--- config.mk ---
export PLATFORM = sky130hd
export DESIGN_NAME = kbd_repeat_sched_flat
export DESIGN_NICKNAME = d
export VERILOG_FILES = /design/src/rtl/kbd_repeat_sched_pkg.sv /design/src/rtl/kbd_repeat_sched_if.sv /design/src/rtl/kbd_repeat_sched_evt_fifo.sv /design/src/rtl/kbd_repeat_sched.sv /design/src/flat_wrapper.sv
export SDC_FILE = /design/constraint.sdc
export NUM_CORES = 1
export LEC_CHECK = 0
export ABC_AREA = 1
export CORE_MARGIN = 1
export CORE_UTILIZATION = 35
export DETAILED_ROUTE_END_ITERATION = 8
export PLACE_DENSITY = 0.49
export SLEW_MARGIN = 10
export SYNTH_ARGS = -nofsm -noshare
export SYNTH_HDL_FRONTEND = slang
export SYNTH_SLANG_ARGS = --single-unit
--- constraint.sdc ---
create_clock -name clk -period 7.7 [get_ports clk]
set_input_delay 1.925 -clock clk [delete_from_list [all_inputs] [get_ports clk]]
set_output_delay 1.925 -clock clk [all_outputs]
set_load 0.05 [all_outputs]
--- src/rtl/kbd_repeat_sched_pkg.sv ---
`default_nettype none
// ============================================================================
//  Module   : kbd_repeat_sched_pkg
//  Purpose  : Shared types and constants for the keyboard typematic
//             scheduler: event word layout, FSM state encoding and the
//             "no key" scan code shared with the PS/2 front end.
//  Ports    : (package - none)
//  Revision : 1.0  initial release
// ============================================================================
package kbd_repeat_sched_pkg;

    // Event word: [19] rep, [18:16] mods {ctrl,alt,shift}, [15:8] scan, [7:0] ascii
    localparam int EV_W = 20;

    typedef struct packed {
        logic       rep;
        logic [2:0] mods;
        logic [7:0] scan;
        logic [7:0] ascii;
    } ev_t;

    typedef enum logic [1:0] {
        ST_IDLE   = 2'd0,
        ST_DELAY  = 2'd1,
        ST_REPEAT = 2'd2
    } state_t;

    // Front end reports 0 when no key is held
    localparam logic [7:0] SC_NONE = 8'h00;

    function automatic int max_int(input int a, input int b);
        return (a > b) ? a : b;
    endfunction

endpackage : kbd_repeat_sched_pkg
`default_nettype wire

--- src/rtl/kbd_repeat_sched_if.sv ---
`default_nettype none
// ============================================================================
//  Module   : kbd_repeat_sched_if
//  Purpose  : Event-queue handshake between the scheduler and its consumer.
//  Signals  : ev_valid/ev_scan/ev_ascii/ev_mods/ev_rep - head event (producer)
//             ovf                                      - sticky drop flag (producer)
//             ev_rd, ovf_clr                           - pop / clear (consumer)
//  Modports : master = scheduler side, slave = consumer side
//  Revision : 1.0  initial release
// ============================================================================
interface kbd_repeat_sched_if;
    logic       ev_valid;
    logic [7:0] ev_scan;
    logic [7:0] ev_ascii;
    logic [2:0] ev_mods;
    logic       ev_rep;
    logic       ev_rd;
    logic       ovf;
    logic       ovf_clr;

    modport master (
        output ev_valid, ev_scan, ev_ascii, ev_mods, ev_rep, ovf,
        input  ev_rd, ovf_clr
    );

    modport slave (
        input  ev_valid, ev_scan, ev_ascii, ev_mods, ev_rep, ovf,
        output ev_rd, ovf_clr
    );
endinterface : kbd_repeat_sched_if
`default_nettype wire

--- src/rtl/kbd_repeat_sched_evt_fifo.sv ---
`default_nettype none
// ============================================================================
//  Module   : kbd_evt_fifo
//  Purpose  : Show-ahead synchronous FIFO for keyboard events. A pop frees a
//             slot in the same cycle, so push+pop while full both succeed.
//  Ports    : clk, clrn (async active-low)
//             push, din    - write request / data
//             pop          - read request (ignored when empty)
//             dout         - head entry (valid when !empty)
//             empty        - queue empty
//             dropped      - push rejected this cycle (full, no pop)
//  Revision : 1.0  initial release
// ============================================================================
module kbd_evt_fifo #(
    parameter int WIDTH = 20,
    parameter int DEPTH = 16
) (
    input  wire logic             clk,
    input  wire logic             clrn,
    input  wire logic             push,
    input  wire logic [WIDTH-1:0] din,
    input  wire logic             pop,
    output logic      [WIDTH-1:0] dout,
    output logic                  empty,
    output logic                  dropped
);

    localparam int c_aw = (DEPTH > 1) ? $clog2(DEPTH) : 1;

    logic [WIDTH-1:0] r_mem [DEPTH];
    logic [c_aw-1:0]  r_wr_ptr;
    logic [c_aw-1:0]  r_rd_ptr;
    logic [c_aw:0]    r_count;

    logic w_full;
    logic w_do_pop;
    logic w_do_push;

    assign empty     = (r_count == '0);
    assign w_full    = (r_count == (c_aw+1)'(DEPTH));
    assign w_do_pop  = pop && !empty;
    assign w_do_push = push && (!w_full || w_do_pop);
    assign dropped   = push && w_full && !w_do_pop;
    assign dout      = r_mem[r_rd_ptr];

    always_ff @(posedge clk) begin
        if (w_do_push) begin
            r_mem[r_wr_ptr] <= din;
        end
    end

    always_ff @(posedge clk or negedge clrn) begin
        if (!clrn) begin
            r_wr_ptr <= '0;
            r_rd_ptr <= '0;
            r_count  <= '0;
        end else begin
            if (w_do_push) begin
                r_wr_ptr <= r_wr_ptr + 1'b1;
            end
            if (w_do_pop) begin
                r_rd_ptr <= r_rd_ptr + 1'b1;
            end
            case ({w_do_push, w_do_pop})
                2'b10:   r_count <= r_count + 1'b1;
                2'b01:   r_count <= r_count - 1'b1;
                default: r_count <= r_count;
            endcase
        end
    end

endmodule : kbd_evt_fifo
`default_nettype wire

--- src/rtl/kbd_repeat_sched.sv ---
`default_nettype none
// ============================================================================
//  Module   : kbd_repeat_sched
//  Purpose  : Key-down edge detection and typematic auto-repeat scheduling.
//             Press and repeat events are queued in a show-ahead FIFO with
//             a sticky overflow flag.
//  Ports    : clk, clrn            - clock, async active-low reset
//             cur_key, ascii_key   - held scan code (0 = none) and its ASCII
//             shift, ctrl, alt     - modifier levels, captured at push
//             rep_en               - auto-repeat enable
//             ev (master modport)  - event queue head, pop, overflow
//  Revision : 1.0  initial release
// ============================================================================
module kbd_repeat_sched
    import kbd_repeat_sched_pkg::*;
#(
    parameter int DELAY_CYC  = 25_000_000,
    parameter int RATE_CYC   = 2_500_000,
    parameter int FIFO_DEPTH = 16
) (
    input  wire logic             clk,
    input  wire logic             clrn,
    input  wire logic [7:0]       cur_key,
    input  wire logic [7:0]       ascii_key,
    input  wire logic             shift,
    input  wire logic             ctrl,
    input  wire logic             alt,
    input  wire logic             rep_en,
    kbd_repeat_sched_if.master    ev
);

    localparam int c_cnt_w = max_int(1, $clog2(max_int(DELAY_CYC, RATE_CYC)));
    localparam logic [c_cnt_w-1:0] c_delay_last = c_cnt_w'(DELAY_CYC - 1);
    localparam logic [c_cnt_w-1:0] c_rate_last  = c_cnt_w'(RATE_CYC - 1);

    logic [7:0]         r_key_q;
    state_t             r_state;
    logic [c_cnt_w-1:0] r_cnt;
    logic               r_ovf;

    logic       w_press;
    logic       w_release;
    logic       w_delay_done;
    logic       w_rate_done;
    logic       w_timer_push;
    logic       w_push;
    ev_t        w_push_ev;
    ev_t        w_head;
    logic       w_empty;
    logic       w_dropped;
    logic [EV_W-1:0] w_fifo_dout;

    // Any change to a new nonzero code is a press, including rollover
    assign w_press      = (cur_key != SC_NONE) && (cur_key != r_key_q);
    assign w_release    = (cur_key == SC_NONE);
    assign w_delay_done = rep_en && (r_cnt == c_delay_last);
    assign w_rate_done  = rep_en && (r_cnt == c_rate_last);

    // Timer expiry only counts when no press/release claims the cycle
    assign w_timer_push = !w_press && !w_release &&
                          (((r_state == ST_DELAY)  && w_delay_done) ||
                           ((r_state == ST_REPEAT) && w_rate_done));
    assign w_push       = w_press || w_timer_push;

    always_comb begin
        w_push_ev       = '0;
        w_push_ev.rep   = !w_press;
        w_push_ev.mods  = {ctrl, alt, shift};
        w_push_ev.scan  = cur_key;
        w_push_ev.ascii = ascii_key;
    end

    always_ff @(posedge clk or negedge clrn) begin
        if (!clrn) begin
            r_key_q <= '0;
            r_state <= ST_IDLE;
            r_cnt   <= '0;
            r_ovf   <= 1'b0;
        end else begin
            r_key_q <= cur_key;

            if (w_dropped) begin
                r_ovf <= 1'b1;
            end else if (ev.ovf_clr) begin
                r_ovf <= 1'b0;
            end

            if (w_press) begin
                r_state <= ST_DELAY;
                r_cnt   <= '0;
            end else if (w_release) begin
                r_state <= ST_IDLE;
                r_cnt   <= '0;
            end else begin
                case (r_state)
                    ST_DELAY: begin
                        if (!rep_en) begin
                            r_cnt <= '0;
                        end else if (w_delay_done) begin
                            r_state <= ST_REPEAT;
                            r_cnt   <= '0;
                        end else begin
                            r_cnt <= r_cnt + 1'b1;
                        end
                    end
                    ST_REPEAT: begin
                        if (!rep_en || w_rate_done) begin
                            r_cnt <= '0;
                        end else begin
                            r_cnt <= r_cnt + 1'b1;
                        end
                    end
                    default: begin
                        r_state <= ST_IDLE;
                        r_cnt   <= '0;
                    end
                endcase
            end
        end
    end

    kbd_evt_fifo #(
        .WIDTH (EV_W),
        .DEPTH (FIFO_DEPTH)
    ) u_fifo (
        .clk     (clk),
        .clrn    (clrn),
        .push    (w_push),
        .din     (w_push_ev),
        .pop     (ev.ev_rd),
        .dout    (w_fifo_dout),
        .empty   (w_empty),
        .dropped (w_dropped)
    );

    // Fields read as zero whenever the queue is empty
    assign w_head      = w_empty ? '0 : ev_t'(w_fifo_dout);
    assign ev.ev_valid = !w_empty;
    assign ev.ev_scan  = w_head.scan;
    assign ev.ev_ascii = w_head.ascii;
    assign ev.ev_mods  = w_head.mods;
    assign ev.ev_rep   = w_head.rep;
    assign ev.ovf      = r_ovf;

endmodule : kbd_repeat_sched
`default_nettype wire

--- src/flat_wrapper.sv ---
// flat-port wrapper written by rule: the top's interface ports become plain ports
module kbd_repeat_sched_flat import kbd_repeat_sched_pkg::*;
#(
    parameter int DELAY_CYC  = 25_000_000,
    parameter int RATE_CYC   = 2_500_000,
    parameter int FIFO_DEPTH = 16
)
  (clk, clrn, cur_key, ascii_key, shift, ctrl, alt, rep_en, ev_ev_valid, ev_ev_scan, ev_ev_ascii, ev_ev_mods, ev_ev_rep, ev_ovf, ev_ev_rd, ev_ovf_clr);
  kbd_repeat_sched_if ev_i ();
  input  wire logic clk;
  input  wire logic clrn;
  input  wire logic [7:0] cur_key;
  input  wire logic [7:0] ascii_key;
  input  wire logic shift;
  input  wire logic ctrl;
  input  wire logic alt;
  input  wire logic rep_en;
  output wire logic [$bits(ev_i.ev_valid)-1:0] ev_ev_valid;
  output wire logic [$bits(ev_i.ev_scan)-1:0] ev_ev_scan;
  output wire logic [$bits(ev_i.ev_ascii)-1:0] ev_ev_ascii;
  output wire logic [$bits(ev_i.ev_mods)-1:0] ev_ev_mods;
  output wire logic [$bits(ev_i.ev_rep)-1:0] ev_ev_rep;
  output wire logic [$bits(ev_i.ovf)-1:0] ev_ovf;
  input wire logic [$bits(ev_i.ev_rd)-1:0] ev_ev_rd;
  input wire logic [$bits(ev_i.ovf_clr)-1:0] ev_ovf_clr;
  assign ev_ev_valid = ev_i.ev_valid;
  assign ev_ev_scan = ev_i.ev_scan;
  assign ev_ev_ascii = ev_i.ev_ascii;
  assign ev_ev_mods = ev_i.ev_mods;
  assign ev_ev_rep = ev_i.ev_rep;
  assign ev_ovf = ev_i.ovf;
  assign ev_i.ev_rd = ev_ev_rd;
  assign ev_i.ovf_clr = ev_ovf_clr;
  kbd_repeat_sched #(.DELAY_CYC(DELAY_CYC), .RATE_CYC(RATE_CYC), .FIFO_DEPTH(FIFO_DEPTH)) u_core (.clk(clk), .clrn(clrn), .cur_key(cur_key), .ascii_key(ascii_key), .shift(shift), .ctrl(ctrl), .alt(alt), .rep_en(rep_en), .ev(ev_i));
endmodule
==> flow_results.xml <==
<?xml version="1.0" encoding="UTF-8"?>
<metrics>
  <group name="synth">
    <metric name="yosys_warnings" unit="">0</metric>
    <metric name="synth-simple-area-share" unit="">0.122</metric>
    <metric name="synthesis.nets" unit="">1292</metric>
    <metric name="synth_xor_area_frac" unit="">0.00750</metric>
    <metric name="syn-instance-count" unit="">1256</metric>
    <metric name="mean_syn_cell_area" unit="sq um">12.1</metric>
    <metric name="yosys_register_bits" unit="">369</metric>
    <metric name="yosysUniqueCellTypes" unit="">35</metric>
    <metric name="ys_seq_area_frac" unit="">0.713</metric>
    <metric name="synth-compound-area-share" unit="">0.114</metric>
    <metric name="summed_instance_area_of_the_synthesized_netlist" unit="sq mm">0.0152</metric>
    <metric name="synth-async-reset-ratio" unit="">0.133</metric>
    <metric name="synth-edff-count" unit="">320</metric>
    <metric name="fraction_of_the_mapped_netlist_area_in_adder_cells" unit="">0.0104</metric>
    <metric name="synth_top_family_by_area" unit="">simple AND/OR/NAND/NOR gates</metric>
    <metric name="most_instantiated_flip_flop_cell_in_the_synthesis_netlist" unit="">edfxtp_1</metric>
    <metric name="synth.mux.area_fraction" unit="">0</metric>
  </group>
  <group name="power_and_ir_drop">
    <metric name="vdd_ir_drop_max" unit="mV">0.228</metric>
    <metric name="cellPowerDensity" unit="mW/mm^2">404</metric>
    <metric name="cellLeakagePower" unit="nW">5.92</metric>
  </group>
  <group name="layout">
    <metric name="area.growth.synth_to_final" unit="%">16.0</metric>
    <metric name="nets" unit="">1338</metric>
    <metric name="fillers" unit="">4032</metric>
    <metric name="multi_input_combinational_cell_area" unit="sq mm">0.00392</metric>
    <metric name="insertedDiodeCount" unit="">0</metric>
    <metric name="seqCellArea" unit="sq mm">0.0108</metric>
    <metric name="layout_cell_share_with_drive_strength_beyond_1" unit="">0.0862</metric>
  </group>
  <group name="detailed_routing">
    <metric name="vias" unit="">10019</metric>
    <metric name="routed_len_inst" unit="um">21.2</metric>
    <metric name="vias_per_cell" unit="">5.24</metric>
    <metric name="wl" unit="mm">40.6</metric>
    <metric name="antenna_violating_nets_post_route" unit="">0</metric>
    <metric name="firstDrtPassIters" unit="">5</metric>
    <metric name="drt_iter0_markers" unit="">865</metric>
    <metric name="route.detailed.drc" unit="">0</metric>
  </group>
  <group name="cts">
    <metric name="worst_skew_pair.late_latency" unit="ps">540</metric>
    <metric name="ctsHtreeMaxLevel" unit="">2</metric>
    <metric name="cts_hold_buf" unit="">0</metric>
    <metric name="clock_tree.buffer_depth" unit="">3</metric>
    <metric name="cts.repair_timing.setup_buffer_count" unit="">0</metric>
    <metric name="tritoncts" unit="">done</metric>
    <metric name="cts.clk_slew.worst_paths" unit="ps">60</metric>
    <metric name="cts.repair.resized" unit="">0</metric>
    <metric name="cts_root_buffer" unit="">clkbuf_16</metric>
    <metric name="cts_inserted_buffers" unit="">41</metric>
    <metric name="cts_sinks" unit="">369</metric>
  </group>
  <group name="grt">
    <metric name="grt_pass1_vias" unit="">10164</metric>
    <metric name="initial_antenna_violation_count" unit="">1</metric>
    <metric name="grt-ovfl-total" unit="">0</metric>
    <metric name="global_route_usage_over_all_layers" unit="">0.187</metric>
    <metric name="grt_first_pass_wirelength" unit="mm">61.9</metric>
    <metric name="grt_start_max_net_pins" unit="">70</metric>
  </group>
  <group name="placement">
    <metric name="globalplace.congestion" unit="">0.773</metric>
    <metric name="port_buffers" unit="">45</metric>
    <metric name="dp_hpwl" unit="mm">21.7</metric>
  </group>
  <group name="floorplan">
    <metric name="die_y" unit="um">210</metric>
    <metric name="die_w" unit="um">210</metric>
    <metric name="floorplan.core_area" unit="sq mm">0.0424</metric>
    <metric name="row_count" unit="">75</metric>
    <metric name="pin_count" unit="">46</metric>
    <metric name="initial_core_util" unit="">0.358</metric>
    <metric name="design.die.area" unit="sq mm">0.0442</metric>
  </group>
  <group name="sta">
    <metric name="timing.max_slew.rel_slack" unit="">0.311</metric>
    <metric name="setup_repair_after_global_routing_missed_its_margin" unit="">false</metric>
    <metric name="timing_worst_slew_pin_value" unit="ps">1030</metric>
    <metric name="finalMaxSlewViolations" unit="">0</metric>
    <metric name="timing.hold.ws" unit="ps">463</metric>
    <metric name="final_hold_viol_count" unit="">0</metric>
    <metric name="fin_skew" unit="ps">10.6</metric>
    <metric name="final.min_clock_period" unit="ps">6010</metric>
    <metric name="maximum_clock_rate" unit="MHz">166</metric>
    <metric name="setup_viol_count_final" unit="">0</metric>
    <metric name="final.period_utilization" unit="">0.780</metric>
    <metric name="fin_tns_setup" unit="ps">0</metric>
  </group>
  <group name="critical_path">
    <metric name="timing.critical_path.from_type" unit="">flop</metric>
    <metric name="timing.critical_path.fanout_max" unit="">55</metric>
    <metric name="worst_setup_path_end_kind" unit="">output port</metric>
    <metric name="cp_data_arrival_time" unit="ps">4080</metric>
    <metric name="timing.setup.critical_path_class" unit="">flop to output port</metric>
    <metric name="timing.critical_path.required" unit="ps">5780</metric>
  </group>
  <group name="hold_path">
    <metric name="timing.hold.worst.class" unit="">flop to flop</metric>
  </group>
  <group name="run_status">
    <metric name="status" unit="">completed</metric>
  </group>
  <group name="flow_run">
    <metric name="cap_violations" unit="">0</metric>
  </group>
</metrics>
-- report_power, final --
part           switching, mW  internal (mW)  leakage, nW  total (mW)
Combinational           1.88          0.699         1.78        2.57
Sequential             0.152           2.55         3.54        2.70
Clock                  0.788           1.05        0.603        1.84
Total                   2.81           4.30         5.92        7.12
-- area by class of cell --
type | instances | share of cell area
flip-flops and latches | 369 | 0.615
multi-input cells | 759 | 0.222
clock inverters | 23 | 0.00824
repair buffers | 72 | 0.0375
clock buffers | 52 | 0.0630
inverters | 59 | 0.0128
well taps | 577 | 0.0410
-- per-stage QoR --
stage / cell area (sq um) / std cells / setup slack, ps / utilization / power [mW]
after floorplan: 15200 / 1256 / 3600 / - / 4.32
after global placement: 16400 / 1836 / 2280 / 0.386 / 5.32
after detailed placement: 16400 / 1836 / 2200 / 0.386 / 5.33
after CTS: 17600 / 1911 / 1730 / 0.416 / 7.18
after global routing: 17600 / 1911 / 1460 / 0.416 / 7.49
final: 17600 / 1911 / 1690 / 0.416 / 7.12
-- final timing paths --
| kind | start | slack, ps | cells after the start | end |
|---|---|---|---|---|
| setup / recovery | u_core.u_fifo.r_rd_ptr[0]$_DFFE_PN0P_ | 1690 | 7 | ev_ev_scan[7] |
| hold / removal | u_core.r_cnt[0]$_DFF_PN0_ | 460 | 1 | u_core.r_cnt[0]$_DFF_PN0_ |
| setup reg to reg | u_core.r_cnt[0]$_DFF_PN0_ | 4300 | 12 | u_core.u_fifo.r_mem[12][6]$_DFFE_PP_ |
| hold reg to reg | u_core.r_cnt[0]$_DFF_PN0_ | 460 | 1 | u_core.r_cnt[0]$_DFF_PN0_ |
| max in group asynchronous | clrn | 5670 | 2 | u_core.u_fifo.r_rd_ptr[0]$_DFFE_PN0P_ |
| min in group asynchronous | clrn | 1500 | 2 | u_core.r_key_q[6]$_DFF_PN0_ |
-- per-layer routing --
layer	wire [um]	track usage	vias to the layer above
met4	758	0.0508	2
met2	17600	0.277	250
met5	9	0	-
met3	2170	0.0273	57
li1	-	-	4663
met1	20000	0.285	5047
-- synthesized netlist by cell type, types with 6 or more instances --
library cell	n	area share
nor3_1	12	0.0040
clkbuf_1	58	0.014
nand3_1	52	0.017
buf_2	9	0.0030
nor3b_1	8	0.0040
nor2_1	262	0.065
dfrtp_1	49	0.081
o221ai_1	62	0.036
nor4_1	6	0.0025
o21ai_0	175	0.058
nand4_1	9	0.0037
o22ai_1	19	0.0078
a21oi_1	27	0.0089
ha_1	11	0.0091
nand2_1	88	0.022
inv_1	56	0.014
edfxtp_1	320	0.63
xor2_1	11	0.0063
-- critical path: stages (launching register included) --
cell and delay, ps:
dfrtp_4 710, inv_4 460, buf_4 530, o21ai_0 150
o221ai_1 200, nand3_1 120, a21oi_1 350, clkdlybuf4s50_1 880
-- registers in the layout, indices dropped and copies added (netlist names) --
name	cells
u_core.u_fifo.r_mem	320
u_core.u_fifo.r_rd_ptr	4
u_core.r_key_q	8
u_core.r_cnt	25
u_core.u_fifo.r_count	5
u_core.u_fifo.r_wr_ptr	4
u_core.ev.ovf	1
u_core.r_state	2
-- cell usage in the layout, fill, tap and decap left out, types with 2 or more instances in the layout --
| master | count |
|---|---|
| nor2_4 | 5 |
| ha_1 | 11 |
| clkinv_1 | 10 |
| buf_4 | 26 |
| clkinv_2 | 7 |
| nor3b_1 | 8 |
| inv_1 | 55 |
| xor2_1 | 11 |
| nand3_1 | 52 |
| clkdlybuf4s50_1 | 44 |
| clkinvlp_4 | 4 |
| o22ai_1 | 19 |
| edfxtp_1 | 320 |
| o221ai_1 | 62 |
| o21ai_1 | 2 |
| dfrtp_2 | 2 |
| a21oi_1 | 27 |
| clkbuf_1 | 9 |
| nand4_1 | 9 |
| xnor2_1 | 2 |
| nor4_1 | 6 |
| nand2_1 | 88 |
| inv_2 | 2 |
| nor2_2 | 13 |
| nor3_1 | 12 |
| o21ai_0 | 174 |
| clkbuf_16 | 43 |
| nand2_2 | 3 |
| dfrtp_1 | 46 |
| nor2_1 | 246 |
-- kinds of logic after synthesis --
family                   count (synthesis)
buffers and inverters                  128
adder cells (fa/ha/maj)                 12
flip-flops                             369
AO/OA/AOI/OAI                          290
AND/OR/NAND/NOR                        444
XOR/XNOR                                13
Note: power is estimated with default switching activity, not from simulation.
